`config.mk`:
```
export PLATFORM = sky130hd
export DESIGN_NAME = mem_lsu
export DESIGN_NICKNAME = d
export VERILOG_FILES = /design/src/rtl/mem_lsu_pkg.sv /design/src/rtl/lsu_lane_align.sv /design/src/rtl/mem_lsu.sv
export SDC_FILE = /design/constraint.sdc
export NUM_CORES = 1
export LEC_CHECK = 0
export CAP_MARGIN = 25
export CORE_ASPECT_RATIO = 0.5
export CORE_MARGIN = 2
export CORE_UTILIZATION = 49
export CTS_CLUSTER_SIZE = 25
export DETAILED_ROUTE_END_ITERATION = 6
export GPL_TIMING_DRIVEN = 0
export PLACE_DENSITY = 0.91
export SLEW_MARGIN = 20
export SYNTH_ARGS = -nofsm -noshare
export SYNTH_HDL_FRONTEND = slang
export SYNTH_HIERARCHICAL = 1
export SYNTH_SLANG_ARGS = --single-unit
export TNS_END_PERCENT = 20
```
`constraint.sdc`:
```
create_clock -name clk -period 8.1 [get_ports clk]
set_clock_uncertainty 0.1 [all_clocks]
set_input_delay 1.62 -clock clk [delete_from_list [all_inputs] [get_ports clk]]
set_output_delay 1.62 -clock clk [all_outputs]
set_load 0.02 [all_outputs]
```
`src/rtl/mem_lsu_pkg.sv`:
```
// Shared AluOp codes, exception codes and op decode for the MEM-stage load/store unit.
package mem_lsu_pkg;

  typedef logic [7:0] aluop_t;

  localparam aluop_t EXE_LB_OP  = 8'b1110_0000;
  localparam aluop_t EXE_LH_OP  = 8'b1110_0001;
  localparam aluop_t EXE_LW_OP  = 8'b1110_0011;
  localparam aluop_t EXE_LBU_OP = 8'b1110_0100;
  localparam aluop_t EXE_LHU_OP = 8'b1110_0101;
  localparam aluop_t EXE_SB_OP  = 8'b1110_1000;
  localparam aluop_t EXE_SH_OP  = 8'b1110_1001;
  localparam aluop_t EXE_SW_OP  = 8'b1110_1011;

  localparam logic        RstEnable  = 1'b1;
  localparam logic        ChipEnable = 1'b1;
  localparam logic [31:0] ZeroWord   = 32'h0000_0000;

  localparam logic [31:0] EXC_NONE = 32'h0000_0000;
  localparam logic [31:0] EXC_ADEL = 32'h0000_0004;
  localparam logic [31:0] EXC_ADES = 32'h0000_0005;
  localparam logic [31:0] EXC_TLBL = 32'h0000_000f;
  localparam logic [31:0] EXC_TLBS = 32'h0000_000b;
  localparam logic [31:0] EXC_DBE  = 32'h0000_0007;

  localparam logic [1:0] SZ_B = 2'd0;
  localparam logic [1:0] SZ_H = 2'd1;
  localparam logic [1:0] SZ_W = 2'd2;

  typedef struct packed {
    logic       vld;
    logic       load;
    logic       store;
    logic [1:0] size;
    logic       sext;
  } op_dec_t;

  function automatic op_dec_t decode_op(input aluop_t op);
    op_dec_t d;
    d = '0;
    case (op)
      EXE_LB_OP:  d = '{vld: 1'b1, load: 1'b1, store: 1'b0, size: SZ_B, sext: 1'b1};
      EXE_LBU_OP: d = '{vld: 1'b1, load: 1'b1, store: 1'b0, size: SZ_B, sext: 1'b0};
      EXE_LH_OP:  d = '{vld: 1'b1, load: 1'b1, store: 1'b0, size: SZ_H, sext: 1'b1};
      EXE_LHU_OP: d = '{vld: 1'b1, load: 1'b1, store: 1'b0, size: SZ_H, sext: 1'b0};
      EXE_LW_OP:  d = '{vld: 1'b1, load: 1'b1, store: 1'b0, size: SZ_W, sext: 1'b0};
      EXE_SB_OP:  d = '{vld: 1'b1, load: 1'b0, store: 1'b1, size: SZ_B, sext: 1'b0};
      EXE_SH_OP:  d = '{vld: 1'b1, load: 1'b0, store: 1'b1, size: SZ_H, sext: 1'b0};
      EXE_SW_OP:  d = '{vld: 1'b1, load: 1'b0, store: 1'b1, size: SZ_W, sext: 1'b0};
      default:    d = '0;
    endcase
    return d;
  endfunction

endpackage

```
`src/rtl/lsu_lane_align.sv`:
```
// Byte-lane steering: store lane select/replication, load lane extract/extend, misalignment.
module lsu_lane_align
  import mem_lsu_pkg::*;
(
  input  aluop_t      op_i,
  input  logic [1:0]  addr_lo_i,
  input  logic [31:0] store_data_i,
  input  logic [31:0] rdata_i,
  output logic [3:0]  sel_o,
  output logic [31:0] wdata_o,
  output logic [31:0] load_data_o,
  output logic        misaligned_o
);

  op_dec_t     dec;
  logic [7:0]  rbyte;
  logic [15:0] rhalf;

  assign dec = decode_op(op_i);

  always_comb begin
    sel_o        = 4'b0000;
    wdata_o      = 32'h0;
    load_data_o  = 32'h0;
    misaligned_o = 1'b0;
    rbyte        = rdata_i[{addr_lo_i, 3'b000} +: 8];
    rhalf        = addr_lo_i[1] ? rdata_i[31:16] : rdata_i[15:0];
    if (dec.vld) begin
      case (dec.size)
        SZ_B: begin
          sel_o   = 4'b0001 << addr_lo_i;
          wdata_o = {4{store_data_i[7:0]}};
          if (dec.load) load_data_o = {{24{dec.sext & rbyte[7]}}, rbyte};
        end
        SZ_H: begin
          sel_o        = 4'b0011 << addr_lo_i;
          wdata_o      = {2{store_data_i[15:0]}};
          misaligned_o = addr_lo_i[0];
          if (dec.load) load_data_o = {{16{dec.sext & rhalf[15]}}, rhalf};
        end
        default: begin
          sel_o        = 4'b1111;
          wdata_o      = store_data_i;
          misaligned_o = |addr_lo_i;
          if (dec.load) load_data_o = rdata_i;
        end
      endcase
    end
  end

endmodule

```
`src/rtl/mem_lsu.sv`:
```
// MEM-stage load/store unit: req/ack bus handshake with wait states, alignment/TLB
// checks and bus timeout; stalls the pipeline while an access is outstanding.
module mem_lsu
  import mem_lsu_pkg::*;
#(
  parameter int TIMEOUT = 255,
  parameter int ADDR_W  = 32
) (
  input  logic              clk,
  input  logic              rst,
  input  logic              req_valid_i,
  input  aluop_t            aluop_i,
  input  logic [ADDR_W-1:0] addr_i,
  input  logic              tlb_hit_i,
  input  logic [31:0]       store_data_i,
  input  logic              flush_i,
  output logic              stall_o,
  output logic              done_o,
  output logic [31:0]       load_data_o,
  output logic [31:0]       excepttype_o,
  output logic [ADDR_W-1:0] bad_address_o,
  output logic              bus_req_o,
  output logic              bus_we_o,
  output logic [ADDR_W-1:0] bus_addr_o,
  output logic [3:0]        bus_sel_o,
  output logic [31:0]       bus_wdata_o,
  input  logic              bus_ack_i,
  input  logic [31:0]       bus_rdata_i
);

  localparam int CNT_W = $clog2(TIMEOUT + 1);

  localparam logic [1:0] ST_IDLE = 2'd0;
  localparam logic [1:0] ST_BUS  = 2'd1;
  localparam logic [1:0] ST_DONE = 2'd2;

  logic [1:0]        state_q, state_d;
  logic [CNT_W-1:0]  cnt_q, cnt_d;
  aluop_t            op_q, op_d;
  logic [ADDR_W-1:0] addr_q, addr_d;
  logic [3:0]        sel_q, sel_d;
  logic [31:0]       wdata_q, wdata_d;
  logic              we_q, we_d;
  logic              flush_pend_q, flush_pend_d;
  logic [31:0]       load_data_q, load_data_d;
  logic [31:0]       exc_q, exc_d;
  logic [ADDR_W-1:0] bad_q, bad_d;

  op_dec_t     in_dec;
  logic        accept;
  aluop_t      al_op;
  logic [1:0]  al_lo;
  logic [3:0]  al_sel;
  logic [31:0] al_wdata;
  logic [31:0] al_load;
  logic        al_mis;

  assign in_dec = decode_op(aluop_i);
  assign accept = (state_q == ST_IDLE) & req_valid_i & ~flush_i & in_dec.vld;

  // In IDLE the aligner classifies the incoming op; afterwards it extracts load
  // data for the latched op.
  assign al_op = (state_q == ST_IDLE) ? aluop_i : op_q;
  assign al_lo = (state_q == ST_IDLE) ? addr_i[1:0] : addr_q[1:0];

  lsu_lane_align u_align (
    .op_i         (al_op),
    .addr_lo_i    (al_lo),
    .store_data_i (store_data_i),
    .rdata_i      (bus_rdata_i),
    .sel_o        (al_sel),
    .wdata_o      (al_wdata),
    .load_data_o  (al_load),
    .misaligned_o (al_mis)
  );

  always_comb begin
    state_d      = state_q;
    cnt_d        = cnt_q;
    op_d         = op_q;
    addr_d       = addr_q;
    sel_d        = sel_q;
    wdata_d      = wdata_q;
    we_d         = we_q;
    flush_pend_d = flush_pend_q;
    load_data_d  = load_data_q;
    exc_d        = exc_q;
    bad_d        = bad_q;
    case (state_q)
      ST_IDLE: begin
        if (accept) begin
          op_d         = aluop_i;
          addr_d       = addr_i;
          sel_d        = al_sel;
          wdata_d      = al_wdata;
          we_d         = in_dec.store;
          flush_pend_d = 1'b0;
          cnt_d        = '0;
          load_data_d  = ZeroWord;
          exc_d        = EXC_NONE;
          bad_d        = '0;
          // Misalignment outranks a TLB miss.
          if (al_mis) begin
            exc_d   = in_dec.load ? EXC_ADEL : EXC_ADES;
            bad_d   = addr_i;
            we_d    = 1'b0;
            state_d = ST_DONE;
          end else if (!tlb_hit_i) begin
            exc_d   = in_dec.load ? EXC_TLBL : EXC_TLBS;
            bad_d   = addr_i;
            we_d    = 1'b0;
            state_d = ST_DONE;
          end else begin
            state_d = ST_BUS;
          end
        end
      end
      ST_BUS: begin
        if (flush_i) flush_pend_d = 1'b1;
        if (bus_ack_i) begin
          load_data_d = al_load;
          state_d     = ST_DONE;
        end else begin
          cnt_d = cnt_q + CNT_W'(1);
          if (cnt_q == CNT_W'(TIMEOUT - 1)) begin
            exc_d   = EXC_DBE;
            bad_d   = addr_q;
            state_d = ST_DONE;
          end
        end
      end
      ST_DONE: state_d = ST_IDLE;
      default: state_d = ST_IDLE;
    endcase
  end

  always_ff @(posedge clk) begin
    if (rst == RstEnable) begin
      state_q      <= ST_IDLE;
      cnt_q        <= '0;
      op_q         <= '0;
      addr_q       <= '0;
      sel_q        <= '0;
      wdata_q      <= ZeroWord;
      we_q         <= 1'b0;
      flush_pend_q <= 1'b0;
      load_data_q  <= ZeroWord;
      exc_q        <= EXC_NONE;
      bad_q        <= '0;
    end else begin
      state_q      <= state_d;
      cnt_q        <= cnt_d;
      op_q         <= op_d;
      addr_q       <= addr_d;
      sel_q        <= sel_d;
      wdata_q      <= wdata_d;
      we_q         <= we_d;
      flush_pend_q <= flush_pend_d;
      load_data_q  <= load_data_d;
      exc_q        <= exc_d;
      bad_q        <= bad_d;
    end
  end

  assign stall_o       = accept | (state_q == ST_BUS);
  assign done_o        = (state_q == ST_DONE) & ~flush_pend_q & ~flush_i;
  assign bus_req_o     = (state_q == ST_BUS);
  assign bus_we_o      = bus_req_o & we_q;
  assign bus_addr_o    = {addr_q[ADDR_W-1:2], 2'b00};
  assign bus_sel_o     = sel_q;
  assign bus_wdata_o   = wdata_q;
  assign load_data_o   = load_data_q;
  assign excepttype_o  = exc_q;
  assign bad_address_o = bad_q;

endmodule

```
==> impl_metrics.toml <==
[outcome]
status = "complete, but fails checks"
violations = "DRC"

[logic_synthesis]
synthArstFlopShare_pct = 0
ys_warn_count = 6
yosys_most_used_dff = "dfxtp_1"
ys_ff_latch = 156
synthesis.area_um2 = 7940
syn-mean-instance-area_um2 = 8.228
syn-instance-count = 965
synth_edf_count = 0
synth-seq-area-share_pct = 39.33
synth_cell_types = 60

[power_and_ir_drop]
ir_drop_mv = 0.1591
intPower_mw = 1.278
p_seq_share_pct = 43.5
swShare_pct = 27.81
powerDensity_nw_per_um2 = 156.0
power.share.clock_pct = 44.6
p_comb_share_pct = 11.9
power_switching_mw = 0.4923
leakage_nw = 4.189

[sta]
post-route-period-util_pct = 64.53
slew_headroom_pct = 52.78
tns_ps = 0
rsz0062_at_grt = "no"
hold_violations = 0
tightestPinTransition_ps = 705.7
hold_ws_ps = 349.4
min_period_ps = 5227
setup_viol = 0
slew_viol_final = 0
max_freq_mhz = 191.3

[critical_path]
cp.arrival_ps = 5480
path_class = "input pin to flop"
critPathCaptureType = "flop"
worstPathMaxFanout = 10
cp_data_required_time_ps = 8350
start_kind = "input pin"

[global_route]
track_usage_pct = 30.35
grt_max_degree = 18
grt_pass1_wl_mm = 41.30
antenna_found_initial = 0
grt-ovfl-total = 0
grt_pass1_vias = 8296

[detailed_routing]
top_layer = "met4"
drtIter0Drc = 839
antenna_left = 0
drcViolationCount = 1
vias = 8600
dr.pass1.iters = 7
viasPerCell = 5.823
wl_met1_mm = 10.83
drt-total-wl_mm = 27.29
dr_wl_met3_mm = 2.372
dr_wl_met2_mm = 13.09
wl_per_cell_um = 18.47

[cts]
cts_tree = "yes"
cts_resized = 0
clockBufferDepth = 2
clkTransAtPathRegs_ps = 80
cts_buffers = 17
post_cts_buffers = 0
htreeDepth = 4
cts_root_buf = "clkbuf_16"
clkSinkCount = 156
ctsHoldBuffers = 0
clock_latency_ps = 430

[layout]
antenna_cells = 0
design_area_um2 = 11350
postLayoutCoreUtil_pct = 72.69
syn_to_final_growth_pct = 42.96
nets = 1372
layout-drive-gt1-share_pct = 13.83

[placed_design]
portBuffers = 247
gp_congestion = 0.9334
placed_area_um2 = 10780
post-dp-hpwl_mm = 20.38

[floorplanning]
initial_utilization_pct = 50.85
core_um2 = 15620
fp.dieH_um = 94.01
die_w_um = 184.0
die_area_um2 = 17300
io_pins = 278
fp-row-count = 32

[run]
max-cap-violations = 0

[hold_path]
hp-class = "flop to flop"
## cells by family after synthesis
logic type | share of synthesized area, %
simple gates | 19.57
compound gates | 24.17
flops | 39.33
buf+inv | 11.19
mux | 4.712
xor+xnor | 0.6620
fa+ha+maj | 0.3151
other cells | 0.04723
## layout by cell type (no fill, tap or decap), types with 3 or more instances in the layout
| cell type | instances |
|---|---|
| mux2i_1 | 18 |
| a211oi_1 | 43 |
| inv_1 | 12 |
| dfxtp_1 | 156 |
| nand2_1 | 181 |
| a22oi_1 | 32 |
| a22o_1 | 38 |
| o211ai_1 | 8 |
| and3_1 | 3 |
| nor3_1 | 38 |
| nand2b_1 | 5 |
| buf_4 | 68 |
| o31ai_1 | 3 |
| o21ai_0 | 9 |
| buf_6 | 3 |
| clkdlybuf4s50_1 | 247 |
| nor3b_1 | 8 |
| nor2_1 | 40 |
| nand3_1 | 10 |
| xor2_1 | 3 |
| nand4_1 | 3 |
| clkinvlp_4 | 3 |
| a21oi_1 | 128 |
| xnor2_1 | 3 |
| conb_1 | 30 |
| and2_1 | 6 |
| inv_8 | 7 |
| clkbuf_1 | 37 |
| o221ai_1 | 4 |
| mux2_2 | 16 |
| nor3b_2 | 11 |
| buf_2 | 31 |
| a221oi_1 | 7 |
| clkbuf_16 | 17 |
| nor4_1 | 3 |
## Yosys cell counts, drive strengths merged (2+ instances only)
| cell type | n | area share [%] |
|---|---|---|
| ha | 2 | 0.32 |
| a32oi | 2 | 0.22 |
| nand4 | 3 | 0.24 |
| buf | 102 | 8.8 |
| nand3 | 10 | 0.63 |
| nor4 | 3 | 0.24 |
| or2 | 3 | 0.24 |
| nand2b | 5 | 0.39 |
| o211ai | 8 | 0.76 |
| and4 | 2 | 0.22 |
| nor3 | 39 | 2.5 |
| mux2 | 16 | 2.3 |
| and3 | 3 | 0.24 |
| xor2 | 3 | 0.33 |
| and2 | 6 | 0.47 |
| a31oi | 2 | 0.16 |
| nor4b | 2 | 0.30 |
| xnor2 | 3 | 0.33 |
| dfxtp | 156 | 39 |
| and4b | 2 | 0.25 |
| a22oi | 33 | 3.3 |
| nor2b | 2 | 0.16 |
| clkbuf | 38 | 1.8 |
| o21ai | 11 | 0.74 |
| nor3b | 19 | 2.5 |
| mux2i | 19 | 2.4 |
| o221ai | 4 | 0.44 |
| o31ai | 3 | 0.28 |
| a21oi | 130 | 8.4 |
| a22o | 38 | 4.2 |
| a221oi | 7 | 0.77 |
| nand2 | 181 | 8.6 |
| nor2 | 40 | 1.9 |
| a211oi | 46 | 4.6 |
| inv | 12 | 0.57 |
## power by group through the flow
stage	Combinational [mW]	Sequential [mW]	Clock, mW
2_1_floorplan	0.109	0.789	0
3_3_place_gp	0.201	0.788	0
3_5_place_dp	0.204	0.788	0
4_1_cts	0.205	0.770	0.789
5_1_grt	0.222	0.770	0.822
6_report	0.211	0.770	0.789
## area by class of cell
type	instances	area, µm²
Timing Repair Buffer	247	2472
Inverter	12	45.04
Buffer	140	843.3
Clock inverter	15	148.9
Tap cell	204	255.2
Multi-Input combinational cell	686	4038
Sequential cell	156	3123
Clock buffer	17	425.4
Fill cell	1164	4264
## registers in the layout, summed over array words and instances, names as in the netlist, 2 cells and up
name	count
excepttype_o	4
op_q	8
bad_address_o	32
load_data_o	32
state_q	2
addr_q	32
cnt_q	8
bus_wdata_o	32
bus_sel_o	4
## critical path: stages
cell and delay, ps:
clkdlybuf4s50_1 510, mux2_2 330, buf_2 190, nand3b_1 270, nor2_1 590, a21oi_1 160
nor2_1 360, nor2b_1 110, nor2_1 450, clkbuf_1 430, a22oi_1 190, a211oi_1 260
## layer usage
layer | vias up | track usage (%)
met5 | - | 0
met4 | 0 | 14.27
met3 | 106 | 5.426
met2 | 525 | 53.30
met1 | 4030 | 36.44
li1 | 3939 | -
## metrics by stage
stage	total power, mW	std cells	worst slack (ps)
2_1_floorplan	0.8986	994	4021
4_1_cts	1.764	1477	2992
6_report	1.770	1477	2873
5_1_grt	1.814	1477	2781
3_5_place_dp	0.9919	1445	2532
3_3_place_gp	0.9892	1445	2705
## final timing paths
kind / cells after the start / slack (ps) / end / startpoint
max: 12 / 2870 / bad_address_o[3] / aluop_i[2]
min: 2 / 350 / op_q[4] / op_q[4]
max reg2reg: 13 / 3270 / bad_address_o[3] / state_q[0]
min reg2reg: 2 / 350 / op_q[4] / op_q[4]
No activity file was read; power rests on OpenSTA's default activity.
